`src/rtl/mc_ctrl_hs.sv`:
```
// Multicycle MIPS-subset main controller with a memory ready handshake, a
// wait-cycle timeout, an illegal-opcode trap and a retired-instruction counter.
module mc_ctrl_hs #(
    parameter int unsigned TIMEOUT = 15,
    parameter bit          EXT_OPS = 1'b1,
    parameter int unsigned CNT_W   = 32
) (
    input  logic             clk,
    input  logic             rst,
    input  logic [31:0]      instr,
    input  logic             zero,
    input  logic             mem_ready,
    output logic             mem_req,
    output logic [1:0]       regdst,
    output logic             memwr,
    output logic [1:0]       write_sel,
    output logic [1:0]       pc_sel,
    output logic [1:0]       aluctr,
    output logic             alusrc,
    output logic [1:0]       extop,
    output logic             addi_ovf,
    output logic             en,
    output logic             pcwr,
    output logic             irwr,
    output logic             lb_op,
    output logic             sb_op,
    output logic [2:0]       state,
    output logic             illegal,
    output logic             timeout,
    output logic [CNT_W-1:0] retired
);
    typedef enum logic [2:0] {
        FETCH   = 3'd0,
        DECODE  = 3'd1,
        MEMADDR = 3'd2,
        EXEC    = 3'd3,
        COMMIT  = 3'd4,
        TRAP    = 3'd5
    } state_t;

    // The counter only has to hold 0..TIMEOUT-1: the trap fires as it would reach TIMEOUT.
    localparam int unsigned WAIT_W = (TIMEOUT > 1) ? $clog2(TIMEOUT) : 1;
    localparam logic [WAIT_W-1:0] WAIT_LAST = WAIT_W'((TIMEOUT == 0) ? 0 : TIMEOUT - 1);

    logic [5:0] op;
    logic [5:0] fn;
    logic       r_type;
    logic       is_addu, is_subu, is_slt, is_jr;
    logic       is_lw, is_sw, is_lb, is_sb, is_ori, is_beq, is_bne;
    logic       is_lui, is_j, is_jal, is_addi, is_addiu;
    logic       is_load, is_store, is_alu, is_ctrl, wr_reg, take_pc;
    logic       unused_instr_bits;

    assign op       = instr[31:26];
    assign fn       = instr[5:0];
    assign r_type   = (op == 6'b000000);
    assign is_addu  = r_type && (fn == 6'b100001);
    assign is_subu  = r_type && (fn == 6'b100011);
    assign is_slt   = r_type && (fn == 6'b101010);
    assign is_jr    = r_type && (fn == 6'b001000);
    assign is_lw    = (op == 6'b100011);
    assign is_sw    = (op == 6'b101011);
    assign is_lb    = (op == 6'b100000);
    assign is_sb    = (op == 6'b101000);
    assign is_ori   = (op == 6'b001101);
    assign is_beq   = (op == 6'b000100);
    assign is_bne   = EXT_OPS && (op == 6'b000101);
    assign is_lui   = (op == 6'b001111);
    assign is_j     = (op == 6'b000010);
    assign is_jal   = (op == 6'b000011);
    assign is_addi  = (op == 6'b001000);
    assign is_addiu = (op == 6'b001001);
    assign unused_instr_bits = ^instr[25:6];

    assign is_load  = is_lw | is_lb;
    assign is_store = is_sw | is_sb;
    assign is_alu   = is_addu | is_subu | is_slt | is_ori | is_lui | is_addi | is_addiu;
    assign is_ctrl  = is_beq | is_bne | is_j | is_jal | is_jr;
    assign wr_reg   = is_alu | is_load | is_jal;
    assign take_pc  = is_j | is_jal | is_jr | (is_beq & zero) | (is_bne & ~zero);

    assign regdst    = {is_jal, is_ori | is_lw | is_sw | is_beq | is_bne | is_lui |
                                is_addi | is_addiu | is_lb | is_sb};
    assign aluctr    = {is_ori, is_subu | is_slt | is_beq | is_bne};
    assign alusrc    = is_ori | is_lw | is_sw | is_lb | is_sb | is_lui | is_addi | is_addiu;
    assign extop     = {is_lui, is_addi | is_addiu | is_beq | is_bne | is_lw | is_sw | is_lb | is_sb};
    assign write_sel = {is_jal | is_slt, is_lw | is_lb | is_slt | is_sw | is_sb};
    assign addi_ovf  = is_addi;
    assign lb_op     = is_lb;
    assign sb_op     = is_sb;

    state_t             state_q, state_d;
    logic [WAIT_W-1:0]  wait_q, wait_d;
    logic               illegal_q, illegal_d;
    logic               timeout_q, timeout_d;
    logic [CNT_W-1:0]   retired_q, retired_d;
    logic               wait_hit;

    assign state   = state_q;
    assign illegal = illegal_q;
    assign timeout = timeout_q;
    assign retired = retired_q;
    assign pc_sel  = (state_q == FETCH) ? 2'b00
                                        : {is_j | is_jal | is_jr, is_jr | is_beq | is_bne};
    // Only meaningful in states that are waiting on memory.
    assign wait_hit = (TIMEOUT != 0) && (wait_q == WAIT_LAST) && !mem_ready;

    always_comb begin
        state_d   = state_q;
        wait_d    = wait_q;
        illegal_d = illegal_q;
        timeout_d = timeout_q;
        retired_d = retired_q;
        mem_req   = 1'b0;
        memwr     = 1'b0;
        en        = 1'b0;
        pcwr      = 1'b0;
        irwr      = 1'b0;
        case (state_q)
            FETCH: begin
                if (wait_hit) begin
                    state_d   = TRAP;
                    timeout_d = 1'b1;
                end else begin
                    mem_req = 1'b1;
                    if (mem_ready) begin
                        irwr    = 1'b1;
                        pcwr    = 1'b1;
                        state_d = DECODE;
                    end else begin
                        wait_d = wait_q + 1'b1;
                    end
                end
            end
            DECODE: begin
                if (is_alu || is_store) state_d = EXEC;
                else if (is_ctrl)       state_d = COMMIT;
                else if (is_load)       state_d = MEMADDR;
                else begin
                    state_d   = TRAP;
                    illegal_d = 1'b1;
                end
            end
            MEMADDR: begin
                if (wait_hit) begin
                    state_d   = TRAP;
                    timeout_d = 1'b1;
                end else begin
                    mem_req = 1'b1;
                    if (mem_ready) state_d = EXEC;
                    else           wait_d  = wait_q + 1'b1;
                end
            end
            EXEC: state_d = COMMIT;
            COMMIT: begin
                if (is_store) begin
                    if (wait_hit) begin
                        state_d   = TRAP;
                        timeout_d = 1'b1;
                    end else begin
                        mem_req = 1'b1;
                        memwr   = 1'b1;
                        if (mem_ready) begin
                            state_d   = FETCH;
                            retired_d = retired_q + 1'b1;
                        end else begin
                            wait_d = wait_q + 1'b1;
                        end
                    end
                end else begin
                    en        = wr_reg;
                    pcwr      = take_pc;
                    state_d   = FETCH;
                    retired_d = retired_q + 1'b1;
                end
            end
            TRAP:    state_d = TRAP;
            default: state_d = FETCH;
        endcase
        if (state_d != state_q) wait_d = '0;
    end

    always_ff @(posedge clk) begin
        if (rst) begin
            state_q   <= FETCH;
            wait_q    <= '0;
            illegal_q <= 1'b0;
            timeout_q <= 1'b0;
            retired_q <= '0;
        end else begin
            state_q   <= state_d;
            wait_q    <= wait_d;
            illegal_q <= illegal_d;
            timeout_q <= timeout_d;
            retired_q <= retired_d;
        end
    end
endmodule

```
`config.mk`:
```
export PLATFORM = sky130hd
export DESIGN_NAME = mc_ctrl_hs
export DESIGN_NICKNAME = d
export VERILOG_FILES = /design/src/rtl/mc_ctrl_hs.sv
export SDC_FILE = /design/constraint.sdc
export NUM_CORES = 1
export LEC_CHECK = 0
export BUFFER_PORTS_ARGS = -buffer_cell sky130_fd_sc_hd__buf_2
export CAP_MARGIN = 20
export CORE_MARGIN = 3
export CORE_UTILIZATION = 54
export DETAILED_ROUTE_END_ITERATION = 7
export HOLD_SLACK_MARGIN = 0.08
export PLACE_DENSITY = 0.86
export SYNTH_ARGS = -nofsm -noshare
export SYNTH_HDL_FRONTEND = slang
export SYNTH_SLANG_ARGS = --single-unit
```
`constraint.sdc`:
```
create_clock -name clk -period 8 [get_ports clk]
set_input_delay 2.4 -clock clk [delete_from_list [all_inputs] [get_ports clk]]
set_output_delay 2.4 -clock clk [all_outputs]
set_load 0.05 [all_outputs]
```
**After elaboration in Yosys (flattened, before gate mapping)**

Index checks and enable logic that the tools add are counted.

- Memory bits (read-only): 0
- Input port bits: 36
- Output and inout port bits: 56
- Memory bits (writable): 0
- Bits in latches: 0
- Register bits after elaboration: 41
- Memories: 0

- Bitwise gates (word level): 54
- Multipliers: 0
- Reductions and logical operators: 15
- Magnitude comparators: 0
- Equality and inequality tests: 26
- Shift operators: 0
- Add/sub/neg operators: 2
- Multiplexer cells: 33
- Divide/modulo/power cells: 0

Operators by type and width:

| kind | count |
|---|---|
| two-way mux 32 bit | 3 |
| OR 1 bit | 48 |
| == test 6 bit, second input constant | 7 |
| adder 32 x 1 -> 32 bit, second input constant | 1 |
| == test 6 x 4 -> 1 bit, second input constant | 5 |
| two-way mux 3 bit | 10 |
| case mux 3 bit (6 select lines) | 1 |
| == test 6 x 2 -> 1 bit, second input constant | 2 |
| == test 6 x 3 -> 1 bit, second input constant | 2 |
| two-way mux 4 bit | 3 |
| two-way mux 1 bit | 11 |
| case mux 4 bit (2 select lines) | 1 |
| == test 3 x 2 -> 1 bit, second input constant | 2 |
| == test 3 bit, second input constant | 2 |
| logical NOT 6 bit | 1 |
| != test 2 bit, second input constant | 3 |
| case mux 1 bit (2 select lines) | 3 |
| logical AND 1 bit | 5 |
| adder 4 x 1 -> 4 bit, second input constant | 1 |
| == test 4 bit, second input constant | 1 |
| inverter 1 bit | 4 |
| AND reduction 4 bit | 1 |
| OR reduction 2 bit | 2 |
| == test 3 x 1 -> 1 bit, second input constant | 1 |
| 9 further kinds | 10 |

**Longest topological paths before layout**

- Word-level depth: 13
- Depth in mapped cells: 8
- Mapped depth without buffers: 7

**Worst setup path before layout**

No wires, ideal clock.

- Path kind: in2out
- Start: in instr[28]
- End: out aluctr[0]
- Arrival: 4435 ps
- Buffers on the path: 1
- Setup slack: 1165 ps
- Stages on the path: 5
- Required time: 5600 ps
- Cells stage by stage: clkbuf_1 -> nor4_1 -> and3_1 -> nand2_1 -> o21ai_0

- Longest elaborated chain between the ends: 5

RTL lines:

| item | RTL line | text |
|---|---|---|
| start, declared | 10 | `input logic [31:0] instr,` |
| logical NOT 6 bit | 56 | `assign r_type = (op == 6'b000000);` |
| logical AND 1 bit, on equally long branches | 58, 59 |  |
| OR 1 bit (2 in series) | 84 | `assign aluctr = {is_ori, is_subu \| is_slt \| is_beq \| is_bne};` |
| OR 1 bit * | 84 |  |
| end, declared | 18 | `output logic [1:0] aluctr,` |

Every way passes the cells marked *; elsewhere a longest branch is shown, timed or not.

**Final worst setup path**

- Start: in instr[29]
- End: out en

- Longest elaborated chain between the ends: 12

RTL lines:

| item | RTL line | text |
|---|---|---|
| logical NOT 6 bit | 56 |  |
| logical AND 1 bit, on equally long branches | 57, 58 |  |
| OR 1 bit (6 in series) | 77 | `assign is_alu = is_addu \| is_subu \| is_slt \| is_ori \| is_lui \| is_addi \| is_addiu;` |
| OR 1 bit (2 in series) | 79 | `assign wr_reg = is_alu \| is_load \| is_jal;` |
| two-way mux 1 bit * | 156 | `if (is_store) begin` |
| two-way mux 1 bit * | 119 | `case (state_q)` |
| end, declared | 22 | `output logic en,` |

Marked as above.

==> run summary <==
The flow ran to the end, and the final reports show no timing, DRC or antenna violations. The run gives 4440 um2 as the core region area. Pin placement for this block handled 92 I/O pins. The worst-margin pin slew is 0.717 ns, and the maximum frequency from static timing analysis is 0.149 GHz. The worst voltage drop across the vdd grid is 123 uV. In this run the worst hold path is classified as reg -> reg. The final critical path takes up 83.7% of the cycle.

The clock passes through at most 2 buffers. Counting the fill cells in the layout gives 378. The floorplan step defined a die boundary enclosing 5590 um2. The first-pass iteration count of the detailed router came out at 4. The library cell used most frequently in the layout, excluding fill and tap cells, is buf_2.

The clock tree synthesis step divided the H-tree into 2 levels. The run gives 4.30 ns as the arrival time of the worst setup path. For the max-capacitance violation count, the log shows 0. The initial antenna violation count is 0. In the final layout, the share of cells above drive strength 1 is 23.8%. After synthesis, flip-flops and latches occupy 32.2% of the total area. The run gives 439 as the final cell count without fillers. The signal on the critical path passes through buf_2, nor4_1, o2111ai_1, and2_1, a21oi_1, buf_2. For the worst setup path, the data required time is 5.60 ns. The count of cell types in the netlist is 55, and the synthesized net count is 368. The number of vias in the routed layout is 2664. The quantity of I/O buffers inserted on ports was 71. Summing the areas of all fa, ha and maj instances in the mapped netlist gives 1.47% of the synthesized area. In this run the worst path has a maximum fanout of 13. Summing the areas of all compound-gate instances in the mapped netlist gives 18.6% of the synthesized area.

After synthesis, the share of cell area in mux cells is 0.392%. The number of buffers and inverters on the critical path is 2. Root buffer selected by CTS: clkbuf_8. By startpoint and endpoint, the worst setup path is classified as in -> out. The tools report the clock net sink count as 41.

The run gives 1.21 nW as the static leakage. Entering global routing, the biggest net connects 41 pins. The post-cts resize count was 0. The run gives 6490 um as the total detailed-routing wirelength. Across every metal layer, demand over resource in global routing totals 22.8%.

The async set-reset flop share out of synthesis is 0%, and the gate count after technology mapping is 329. The vias per cell is 6.07, and the number of placed instances with taps included is 431. Once the floorplan was initialized, standard cells occupied 57.4% of the core.

The mapped netlist covers 2550 um2. Global-route wire length before repair: 10000 um. The via count of the first global-routing pass is 2164, and the first-iteration detailed-routing DRC count is 261. The die extent in y was 74.8 um. The tools report the endpoint kind of the worst setup timing path as an output port. The kind of cell adding the most delay to the critical path is simple AND/OR/NAND/NOR gates. Number of hold violations in the final report: 0. Clock slew at the register clock pins of the worst setup and hold paths: 0.08 ns. The clock skew was 0.0121 ns; the number of clock buffers inserted by TritonCTS was 5. In this design, the critical path's most frequently occurring cell is buf_2.

The number of buffers inserted by post-CTS setup repair is 0. The synthesis-stage register bit count works out to 41. Sequential cell area: 821 um2. Setup violations remaining at the end of the flow were counted as 0. The tools report the final count of pins violating max slew as 0. Of the total synthesized cell area, the portion taken by AND, OR, NAND and NOR gates is 33.4%. The slowest library cell on the worst path was nor4_1. For flop-to-flop paths, the worst setup slack is 5.24 ns. The library cells used most frequently in the layout, excluding fill and tap cells, are 71 x buf_2, 41 x dfxtp_1, 28 x nor2_1. The number of antenna diodes in the final layout is 0. Counting flops with a built-in enable in the synthesized netlist gives 0. The clock reaches the later pin of the worst-skew pair after 0.31 ns.

TritonCTS built the clock tree. For the final routed database, the setup TNS stands at 0 ns. In this run the core area contains 24 standard-cell rows.

The detail route stage leaves a number of antenna-violating nets equal to 0. Each instance of the synthesized netlist takes up on average 7.76 um2. Launching element type of the critical path: an input pin.

In this run the horizontal extent of the chip is 74.8 um. At the end of routability-driven placement, the weighted congestion stood at 0.881. The logs give 0 for the number of buffers inserted for hold repair after clock tree synthesis and 0 for the total of warnings raised by yosys. Compared with the post-synthesis result, the final layout area differs by 18.1%. The most frequently used flop master after synthesis was dfxtp_1.

The run gives 425 as the number of nets in the layout. The post-route minimum period works out to 6.70 ns. Setup repair after global routing left no endpoint under its margin. Dividing total power by cell area gives a power density of 170 nW/um2.

The HPWL after detailed placement is 4730 um, and the total grt overflow is 0. In the routed design, unresolved DRC markers number 0. The multi-input combinational cells in the finished layout cover a total of 1570 um2.

The worst slew margin relative to its limit was 52.2%. The dominant combinational cell family by area after synthesis was simple AND/OR/NAND/NOR gates. For this run, the slowest stage of the critical path takes 0.60 ns. The synthesized-area fraction occupied by xor and xnor cells came out at 7.50%. In the final routed layout, each cell accounts on average for 14.8 um.
logic make-up after synthesis:
logic type / after synthesis
buffers and inverters: 39
adder cells (fa/ha/maj): 3
XOR/XNOR: 21
flip-flops: 41
multiplexers: 1
AND/OR/NAND/NOR: 150
AO/OA/AOI/OAI: 74
through the flow:
stage	power, mW	utilization, %	setup slack (ns)	cell area, um2	hold slack [ns]
finish	0.511	67.8	1.30	3010	0.478
global placement	0.309	64.7	1.40	2880	0.451
CTS	0.515	67.8	1.36	3010	0.487
global route	0.529	67.8	1.17	3010	0.517
floorplan	0.289	-	1.16	2550	0.512
detailed placement	0.311	64.7	1.36	2880	0.464
power by group:
| part | leakage, nW | switching (mW) | internal (mW) |
|---|---|---|---|
| clock | 0.0687 | 0.0779 | 0.126 |
| combinational | 0.809 | 0.0651 | 0.0269 |
| sequential | 0.331 | 0.00801 | 0.208 |
| total | 1.21 | 0.151 | 0.360 |
layer usage:
metal	GRT usage (%)	share of wire, %
met2	36.1	47
met4	5.34	1.0
met1	31.6	46
met3	5.34	5.9
met5	0	0
cell type report:
| class | instances | share of cell area, % |
|---|---|---|
| well taps | 52 | 2.16 |
| clock buffers | 5 | 2.28 |
| flip-flops and latches | 41 | 27.2 |
| clock inverters | 3 | 2.28 |
| multi-input cells | 249 | 52.0 |
| repair buffers | 71 | 11.8 |
| inverters | 18 | 2.24 |
cells in the mapped netlist (2+ instances only):
cell	count	area (um2)
a21o_1	3	22.5
nor2_1	28	105
ha_1	3	37.5
xnor2_1	12	105
nor3_1	10	50.1
a221oi_1	2	17.5
and3_1	6	37.5
o21ai_0	21	105
a21oi_1	23	115
dfxtp_1	41	821
nand4_1	12	75.1
buf_2	5	25.0
o41ai_1	3	26.3
clkbuf_1	12	45.0
a2111oi_0	2	17.5
and3b_1	3	26.3
or2_2	5	31.3
nor2b_1	3	18.8
nor4_1	14	87.6
inv_1	18	67.6
and2_1	2	12.5
buf_4	3	22.5
nand2_1	19	71.3
o31ai_1	6	45.0
nor4b_1	2	17.5
or3b_2	2	17.5
nand2b_1	4	25.0
or3_1	13	81.3
xor2_1	8	70.1
o31a_1	2	17.5
or4_1	8	60.1
nand3_1	11	55.1
final timing paths:
kind,from,to,cells past startpoint
min reg2reg,timeout,timeout,2
max reg2reg,state[2],retired[31],5
min,timeout,timeout,2
max,instr[29],en,6
state kept, by name (all words and copies together) (netlist names):
| name | flops |
|---|---|
| illegal | 1 |
| retired | 32 |
| state | 3 |
| timeout | 1 |
| wait_q | 4 |
worst min-delay path, stage by stage, from the launching register on:
cell	delay (ns)
dfxtp_1	0.33
a21oi_1	0.04
nor2_1	0.07
Power figures use the tool's default switching activity.
